**src/rtl/tick_spike_scheduler.sv**
```systemverilog
// rtl/tick_spike_scheduler.sv - tick generator and per-tick framed spike drain for the LIF accelerator
// Optional macro TICK_SPIKE_CNT_EN adds frame_spikes_o (frame length of the most recent tick).
module tick_spike_scheduler #(
  parameter int PERIOD_W       = 16,
  parameter int ID_W           = 8,
  parameter int FIFO_DEPTH     = 16,
  parameter int DEFAULT_PERIOD = 1000
) (
  input  logic                          clk_i,
  input  logic                          rst_i,
  input  logic                          enable_i,
  input  logic [PERIOD_W-1:0]           cfg_period_i,
  input  logic                          cfg_period_we_i,
  input  logic                          spike_valid_i,
  input  logic [ID_W-1:0]               spike_id_i,
  output logic                          spike_ready_o,
  output logic                          tick_o,
  output logic                          out_valid_o,
  output logic [ID_W-1:0]               out_id_o,
  output logic                          out_last_o,
  input  logic                          out_ready_i,
  output logic [31:0]                   tick_count_o,
  output logic                          overrun_o,
`ifdef TICK_SPIKE_CNT_EN
  output logic [$clog2(FIFO_DEPTH):0]   frame_spikes_o,
`endif
  output logic                          drop_o
);

  localparam int AW = $clog2(FIFO_DEPTH);
  localparam logic [AW:0] ONE = (AW+1)'(1);

  typedef enum logic {S_COUNT, S_DRAIN} state_e;

  state_e              state_q, state_d;
  logic [PERIOD_W-1:0] cnt_q, cnt_d, period_q, period_d, pend_q, pend_d;
  logic [AW:0]         wptr_q, rptr_q, remain_q, remain_d, occ, frame_len;
  logic [ID_W-1:0]     mem_q [FIFO_DEPTH];
  logic                defer_q, defer_d, overrun_q, overrun_d, drop_q, drop_d;
  logic [31:0]         tick_cnt_q;
  logic                expiry, push, pop, full, tick;

  assign occ       = wptr_q - rptr_q;
  assign full      = (wptr_q[AW] != rptr_q[AW]) && (wptr_q[AW-1:0] == rptr_q[AW-1:0]);
  assign push      = spike_valid_i && !full;
  assign expiry    = enable_i && (cnt_q == period_q - PERIOD_W'(1));
  // Snapshot includes a spike accepted in the tick cycle itself.
  assign frame_len = occ + {{AW{1'b0}}, push};

  always_comb begin
    state_d     = state_q;
    remain_d    = remain_q;
    defer_d     = defer_q;
    overrun_d   = overrun_q;
    tick        = 1'b0;
    pop         = 1'b0;
    out_valid_o = 1'b0;
    case (state_q)
      S_COUNT: begin
        if (expiry || defer_q) begin
          tick     = 1'b1;
          defer_d  = 1'b0;
          remain_d = frame_len;
          if (frame_len != '0) state_d = S_DRAIN;
        end
      end
      S_DRAIN: begin
        out_valid_o = 1'b1;
        // Any number of expiries while draining collapse into one deferred tick.
        if (expiry) begin
          defer_d   = 1'b1;
          overrun_d = 1'b1;
        end
        if (out_ready_i) begin
          pop      = 1'b1;
          remain_d = remain_q - ONE;
          if (remain_q == ONE) state_d = S_COUNT;
        end
      end
      default: state_d = S_COUNT;
    endcase
  end

  always_comb begin
    cnt_d    = cnt_q;
    period_d = period_q;
    pend_d   = pend_q;
    drop_d   = drop_q | (spike_valid_i & full);
    if (enable_i) begin
      if (expiry) begin
        cnt_d    = '0;
        period_d = pend_q;
      end else begin
        cnt_d = cnt_q + PERIOD_W'(1);
      end
    end
    if (cfg_period_we_i)
      pend_d = (cfg_period_i < PERIOD_W'(2)) ? PERIOD_W'(2) : cfg_period_i;
  end

  always_ff @(posedge clk_i or negedge rst_i) begin
    if (!rst_i) begin
      state_q    <= S_COUNT;
      cnt_q      <= '0;
      period_q   <= PERIOD_W'(DEFAULT_PERIOD);
      pend_q     <= PERIOD_W'(DEFAULT_PERIOD);
      wptr_q     <= '0;
      rptr_q     <= '0;
      remain_q   <= '0;
      defer_q    <= 1'b0;
      overrun_q  <= 1'b0;
      drop_q     <= 1'b0;
      tick_cnt_q <= '0;
    end else begin
      state_q   <= state_d;
      cnt_q     <= cnt_d;
      period_q  <= period_d;
      pend_q    <= pend_d;
      remain_q  <= remain_d;
      defer_q   <= defer_d;
      overrun_q <= overrun_d;
      drop_q    <= drop_d;
      if (push) wptr_q <= wptr_q + ONE;
      if (pop) rptr_q <= rptr_q + ONE;
      if (tick) tick_cnt_q <= tick_cnt_q + 32'd1;
    end
  end

  always_ff @(posedge clk_i) begin
    if (push) mem_q[wptr_q[AW-1:0]] <= spike_id_i;
  end

`ifdef TICK_SPIKE_CNT_EN
  logic [AW:0] frame_spikes_q;
  always_ff @(posedge clk_i or negedge rst_i) begin
    if (!rst_i) frame_spikes_q <= '0;
    else if (tick) frame_spikes_q <= frame_len;
  end
  assign frame_spikes_o = frame_spikes_q;
`endif

  // Head entry is only written when the FIFO wraps onto it, which cannot happen while full.
  assign out_id_o      = out_valid_o ? mem_q[rptr_q[AW-1:0]] : '0;
  assign out_last_o    = out_valid_o && (remain_q == ONE);
  assign spike_ready_o = !full;
  assign tick_o        = tick;
  assign tick_count_o  = tick_cnt_q;
  assign overrun_o     = overrun_q;
  assign drop_o        = drop_q;

endmodule
```
**config.mk**
```make
export PLATFORM = sky130hd
export DESIGN_NAME = tick_spike_scheduler
export DESIGN_NICKNAME = d
export VERILOG_FILES = /design/src/rtl/tick_spike_scheduler.sv
export SDC_FILE = /design/constraint.sdc
export NUM_CORES = 1
export LEC_CHECK = 0
export ABC_AREA = 0
export ABC_CLOCK_PERIOD_IN_PS = 4400
export BUFFER_PORTS_ARGS = -buffer_cell sky130_fd_sc_hd__clkbuf_2
export CORE_AREA = 8 8 151 153
export CTS_CLUSTER_DIAMETER = 30
export DETAILED_ROUTE_END_ITERATION = 8
export DIE_AREA = 0 0 159 161
export GPL_ROUTABILITY_DRIVEN = 0
export PLACE_DENSITY_LB_ADDON = 0.3
export SETUP_SLACK_MARGIN = 0.1
export SLEW_MARGIN = 10
export SYNTH_ARGS = -nofsm -noshare
export SYNTH_HDL_FRONTEND = slang
export SYNTH_SLANG_ARGS = --single-unit
```
**constraint.sdc**
```tcl
create_clock -name clk_i -period 4.4 [get_ports clk_i]
set_input_delay 0.44 -clock clk_i [delete_from_list [all_inputs] [get_ports clk_i]]
set_output_delay 0.44 -clock clk_i [all_outputs]
set_load 0.01 [all_outputs]
```
==> impl_metrics.ini, run 1 <==
[run_status]
status = finished, final reports clean

[worst_setup_path]
rrSetupSlack_ns = 0.72
endpoint_kind = primary output
r2r_end = state_q$_DFF_PN0_
crit_path_start_kind = flop
crit_type = flop to primary output
endpoint = tick_o
crit_fanout = 18
critPathArrivalTime_ns = 3.55
crit_path_start = period_q[0]$_DFFE_PN0P_
r2r-start = rptr_q[2]$_DFFE_PN0P_
r2r_cells = 17
critPathRequiredTime_ns = 3.96

[clock_tree]
cts_resized = 0
clock_sinks = 227
htree_levels = 2
postCtsSetupBuffers = 0
cts_tree = built
cts_root_buf = clkbuf_16
cts_hold_buf = 0
clk_pin_slew_ns = 0.05
clock_latency_ns = 0.52
cts_buffers = 44
clk_path_buf_depth = 3

[detailed_routing]
drt_iter0_drc = 390
routed_wl_mm = 21.71
vias_per_cell = 5.615
ant_nets = 0
drc_errors = 0
vias = 6199
wl_per_cell_um = 19.66
firstDrtPassIters = 4

[sta]
rsz0062_at_grt = no
skew_ns = 0.01532
hold_violations = 0
fmaxAchievable_mhz = 250.3
tightest_slew_ns = 0.7656
slew_headroom_pct = 48.96
setup_viol = 0
setup_tns_ns = 0
fin_crit_ns = 3.994
slew_violations = 0
period_share_pct = 90.78

[grt]
track_usage_pct = 17.23
antenna_found_initial = 0
grt.met2_usage_pct = 30.26
grt_pass1_vias = 6681
grt_pass1_wl_mm = 35.36
grt_max_degree = 62
grt.busiest_layer = met2
overflow = 0
grtUsageMet1_pct = 20.61
use_met3_pct = 4.327

[final_layout]
drive_gt1_share_pct = 32.69
num_antenna_cells = 0
area_growth_pct = 21.00
final_common_cell = edfxtp_1
finalNetCount = 843
utilization_pct = 60.96
multi_input_area_um2 = 3807
num-fill-cells = 1553
layout_common_cells = edfxtp_1 (128), dfrtp_1 (86), clkbuf_2 (74)
register_area_um2 = 6337

[floorplan]
rows = 53
die_x_um = 159
fp.coreArea_um2 = 20560
die_h_um = 161
boundaryPins = 76
dieArea_um2 = 25600
start_util_pct = 50.38

[power_and_ir_drop]
power.leakage_uw = 0.005078
power_switching_uw = 2512
clockPowerShare_pct = 39.9
power_frac_comb_pct = 25.9
peakVddDrop_uv = 430.9
p_sw_share_pct = 29.87
p_seq_share_pct = 34.2
p_int_uw = 5900
powerDensity_nw_per_um2 = 671.3

[logic_synthesis]
avgSynthCellArea_um2 = 14.79
synth_xor_area_share_pct = 7.152
synth_mux_area_share_pct = 12.26
synth_edf_count = 128
ys_warn_count = 0
synth_flop_cell = edfxtp_1
synth_top_family_by_area = simple AND/OR/NAND/NOR gates
postSynth.asyncResetShare_pct = 43.61
yosys.cell_types.count = 55
synthAdderAreaFrac_pct = 2.368
synth-simple-area-share_pct = 12.32
syn_inst = 700
syn_nets = 749
ys_ff_latch = 227
synth_compound_area_share_pct = 2.428
synth-seq-area-share_pct = 61.18
synth_area_um2 = 10360

[placed_design]
place_hpwl_mm = 14.36
io_buffers = 75

[hold_path]
hp-class = input port to async pin

[job]
drv_cap = 0
## how the worst min path moves through the flow
| stage | to | depth (start not counted) | from | slack [ns] |
|---|---|---|---|---|
| after floorplan | cnt_q[0]$_DFFE_PN0P_ | 0 | rst_i | 0.14 |
| after global placement | drop_o$_DFF_PN0_ | 1 | drop_o$_DFF_PN0_ | 0.46 |
| after detailed placement | tick_count_o[31]$_DFFE_PN0P_ | 1 | tick_count_o[31]$_DFFE_PN0P_ | 0.47 |
| after CTS | pend_q[0]$_DFFE_PN0P_ | 1 | rst_i | 0.02 |
| after global routing | pend_q[13]$_DFFE_PN0P_ | 1 | rst_i | 0.06 |
| final | cnt_q[0]$_DFFE_PN0P_ | 1 | rst_i | 0.004 |
## cell type report
class,count,share of cell area (%)
clock inverters,30,2.596
flip-flops and latches,227,50.57
clock buffers,51,9.576
inverters,21,0.6291
well taps,275,2.746
multi-input cells,417,30.38
repair buffers,83,3.495
## critical path: stages, from the launching register on
cell	delay (ns)
dfrtp_1	0.43
inv_1	0.12
ha_1	0.22
nor3b_1	0.20
buf_4	0.18
nor3_1	0.05
o311ai_0	0.68
a32oi_1	0.28
a31oi_4	0.53
nor2_1	0.17
clkbuf_2	0.17
## through the flow
step           worst slack (ns)  hold slack [ns]  cell area [um^2]  cells  power (uW)
3_3_place_gp             0.8958           0.4551             11010   1023        5016
5_1_grt                  0.1879          0.06045             12530   1104        8835
4_1_cts                  0.3718          0.02219             12530   1104        8497
6_report                 0.4055         0.004035             12530   1104        8413
3_5_place_dp             0.7749           0.4687             11010   1023        5096
2_1_floorplan            0.7354           0.1444             10360    700        4477
## Yosys cell counts, drive strengths merged, types with 12 or more instances
| library cell | number | share of area (%) |
|---|---|---|
| edfxtp | 128 | 37 |
| dfrtp | 87 | 21 |
| xor2 | 52 | 4.4 |
| mux4 | 40 | 8.7 |
| mux2 | 31 | 3.4 |
| xnor2 | 30 | 2.5 |
| and2 | 28 | 1.7 |
| nor2 | 28 | 1.0 |
| nand2 | 27 | 0.98 |
| nand3 | 24 | 1.2 |
| inv | 21 | 0.76 |
| nor4 | 20 | 1.9 |
| clkbuf | 18 | 0.65 |
| ha | 18 | 2.2 |
| buf | 17 | 0.87 |
| nor3 | 16 | 0.77 |
| dfstp | 12 | 3.0 |
## layer usage
| metal | up-vias | part of all wire, % |
|---|---|---|
| li1 | 2805 | - |
| met2 | 200 | 52 |
| met5 | - | 0 |
| met1 | 3161 | 40 |
| met4 | 0 | 1.7 |
| met3 | 33 | 5.8 |
## flip-flops by register name, summed over array words and instances, names as in the netlist
register and cells:
state_q 1, overrun_o 1, remain_q 5, cnt_q 16, drop_o 1, period_q 16
wptr_q 5, rptr_q 5, mem_q 128, tick_count_o 32, defer_q 1, pend_q 16
## cell families (layout without fill, tap and decap cells)
kind of cell / Yosys count / count (layout)
compound gates: 36 / 36
xor+xnor: 83 / 83
fa+ha+maj: 19 / 19
buf+inv: 56 / 185
flops: 227 / 227
mux: 73 / 73
simple gates: 206 / 206
## power by group through the flow
stage,Combinational (uW),Sequential [uW],Clock [uW]
6_report,2180,2880,3360
3_5_place_dp,2200,2900,0
3_3_place_gp,2140,2880,0
4_1_cts,2210,2870,3410
2_1_floorplan,1690,2790,0
5_1_grt,2400,2920,3520
Power figures use the tool's default switching activity.
==> inputs of run 2 (changes only) <==
--- a/config.mk
+++ b/config.mk
@@ -7,11 +7,11 @@
 export LEC_CHECK = 0
 export ABC_AREA = 0
 export ABC_CLOCK_PERIOD_IN_PS = 4400
-export BUFFER_PORTS_ARGS = -buffer_cell sky130_fd_sc_hd__clkbuf_2
 export CORE_AREA = 8 8 151 153
 export CTS_CLUSTER_DIAMETER = 30
 export DETAILED_ROUTE_END_ITERATION = 8
 export DIE_AREA = 0 0 159 161
+export DONT_BUFFER_PORTS = 1
 export GPL_ROUTABILITY_DRIVEN = 0
 export PLACE_DENSITY_LB_ADDON = 0.3
 export SETUP_SLACK_MARGIN = 0.1
==> run 2 against run 1 <==
Compared with the run above: first-iteration DRC count down 10%; hold slack improved by 0.020 ns; final cell count decreased by 5.1%; via count decreased by 5.3%; critical path depth fell by 4; maximum frequency increased by 6.7%; clock power rose by 12%; clock skew rose by 0.0030 ns; global-route usage down 0.55 points; sequential power about the same; routed wire length decreased by 2.3%; register-to-register slack about the same.
==> impl_metrics.ini, run 2 (synthesized netlist as in run 1, its figures left out) <==
[run_status]
status = finished, final reports clean

[worst_setup_path]
slowest_stage = or4_1
cp_common_cell = or4_1
worst-path-buf-inv = 0
critPathRequiredTime_ns = 3.96
cp.depth = 6
cp_top_family = simple AND/OR/NAND/NOR gates
crit_type = flop to primary output
endpoint_kind = primary output
crit_chain = or4_1 -> or4_1 -> a211o_1 -> a32oi_1 -> a31oi_4 -> nor2_1
r2r_cells = 17
critical-path-max-stage-delay_ns = 0.69
crit_path_start = period_q[2]$_DFFE_PN0P_
critPathArrivalTime_ns = 3.30
r2r-start = rptr_q[2]$_DFFE_PN0P_
crit_fanout = 8
crit_path_start_kind = flop

[hold_path]
min_path_cells = 0
hp-start = spike_id_i[4]
hp-class = input port to flop

[clock_tree]
clk_path_buf_depth = 3
clock_latency_ns = 0.53
htree_levels = 2
postCtsSetupBuffers = 0
clock_sinks = 227
cts_resized = 0
cts_tree = built
cts_buffers = 48
cts_root_buf = clkbuf_16
clk_pin_slew_ns = 0.05

[sta]
slew_headroom_pct = 47.22
fmaxAchievable_mhz = 267.1
period_share_pct = 85.08
tightest_slew_ns = 0.7844
rsz0062_at_grt = no
worst_slack_ns = 0.6563
setup_viol = 0
fin_crit_ns = 3.744
setup_tns_ns = 0
slew_violations = 0
hold_violations = 0
skew_ns = 0.01836

[detailed_routing]
met1Wirelength_mm = 8.791
dr_wl_met3_mm = 1.227
ant_nets = 0
firstDrtPassIters = 4
routed-wl-met2_mm = 10.78
routed_wl_mm = 21.21
vias_per_cell = 5.604
drt_iter0_drc = 350
top_layer = met4
vias = 5873
wl_per_cell_um = 20.24
drc_errors = 0

[final_layout]
area_growth_pct = 20.47
largest_reg_flops = 128
utilization_pct = 60.69
final_common_cell = edfxtp_1
finalNetCount = 782
layout_common_cells = edfxtp_1 (128), dfrtp_1 (86), xor2_1 (52)
drive_gt1_share_pct = 25.91

[power_and_ir_drop]
power.leakage_uw = 0.004873
peakVddDrop_uv = 514.3
p_int_uw = 6216
p_seq_share_pct = 32.9
clockPowerShare_pct = 43.0
p_sw_share_pct = 28.98
power_switching_uw = 2536
powerDensity_nw_per_um2 = 701.6
power_frac_comb_pct = 24.1

[grt]
grt_pass1_wl_mm = 34.37
track_usage_pct = 16.68
grt_max_degree = 100
overflow = 0
grt_pass1_vias = 6272
antenna_found_initial = 1

[floorplan]
fp.coreArea_um2 = 20560
start_util_pct = 50.38
die_x_um = 159
die_h_um = 161
dieArea_um2 = 25600
rows = 53
boundaryPins = 76

[job]
drv_cap = 0

[placed_design]
io_buffers = 0
place_ws_ns = 0.7506
place_hpwl_mm = 13.67
## run 2: cell count changes in the layout (fill, tap and decap cells not counted), sizes merged
cell | previous run | this run
diode | 0 | 1
buf | 9 | 8
dlygate4sd3 | 0 | 10
clkinvlp | 2 | 5
clkbuf | 125 | 58
bufinv | 5 | 9
clkinv | 18 | 12
## run 2: per-layer routing
metal | vias to the layer above | track usage (%)
li1 | 2710 | -
met4 | 0 | 5.617
met1 | 2986 | 19.75
met5 | - | 0
met2 | 140 | 29.02
met3 | 37 | 4.556
## run 2: worst register-to-register path, cell delays in order (launching register included)
cell and delay, ns:
dfrtp_1 0.61, inv_1 0.12, ha_1 0.32, and3_1 0.17, nand3_1 0.16, and2_1 0.32, inv_1 0.14, ha_1 0.29
inv_1 0.07, ha_1 0.17, inv_1 0.06, fa_1 0.40, inv_1 0.07, a21o_1 0.10, a21oi_1 0.07, xnor2_1 0.23
nor3_1 0.08, o31ai_1 0.19
## run 2: area by class of cell
type	instances	area [um^2]
Fill cell	1497	8082
Antenna cell	1	2.502
Clock buffer	58	1279
Sequential cell	227	6337
Tap cell	275	344.1
Inverter	21	78.83
Multi-Input combinational cell	417	3807
Timing Repair Buffer	18	180.2
Clock inverter	31	446.7
## run 2: repair_timing
item | 4_1_cts | 5_1_grt
endpoints found under the hold margin | 227 | 0
hold buffers | 11 | 0
setup endpoints to repair | 0 | 0
## run 2: through the flow
step	area (um^2)	hold slack [ns]	power [uW]	cells
final	12480	0.02427	8753	1048
after global routing	12480	0.003505	9185	1048
after CTS	12470	0.003311	8837	1047
after detailed placement	10620	0.1502	4976	947
after global placement	10620	0.1492	4892	947
after floorplan	10360	0.1444	4477	700
## run 2: path summary, 6_finish.rpt
check	slack (ns)	end
max	0.66	tick_o
min	0.02	mem_q[0][4]$_DFFE_PP_
max reg2reg	0.73	state_q$_DFF_PN0_
min reg2reg	0.50	rptr_q[4]$_DFFE_PN0P_
max in group asynchronous	3.44	rptr_q[0]$_DFFE_PN0P_
min in group asynchronous	0.58	cnt_q[10]$_DFFE_PN0P_
## run 2: power groups by stage
stage	Combinational (uW)	Sequential (uW)	Clock, uW
floorplan	1690	2790	0
global placement	2000	2890	0
detailed placement	2070	2910	0
CTS	2140	2880	3820
global route	2340	2920	3930
finish	2110	2880	3770
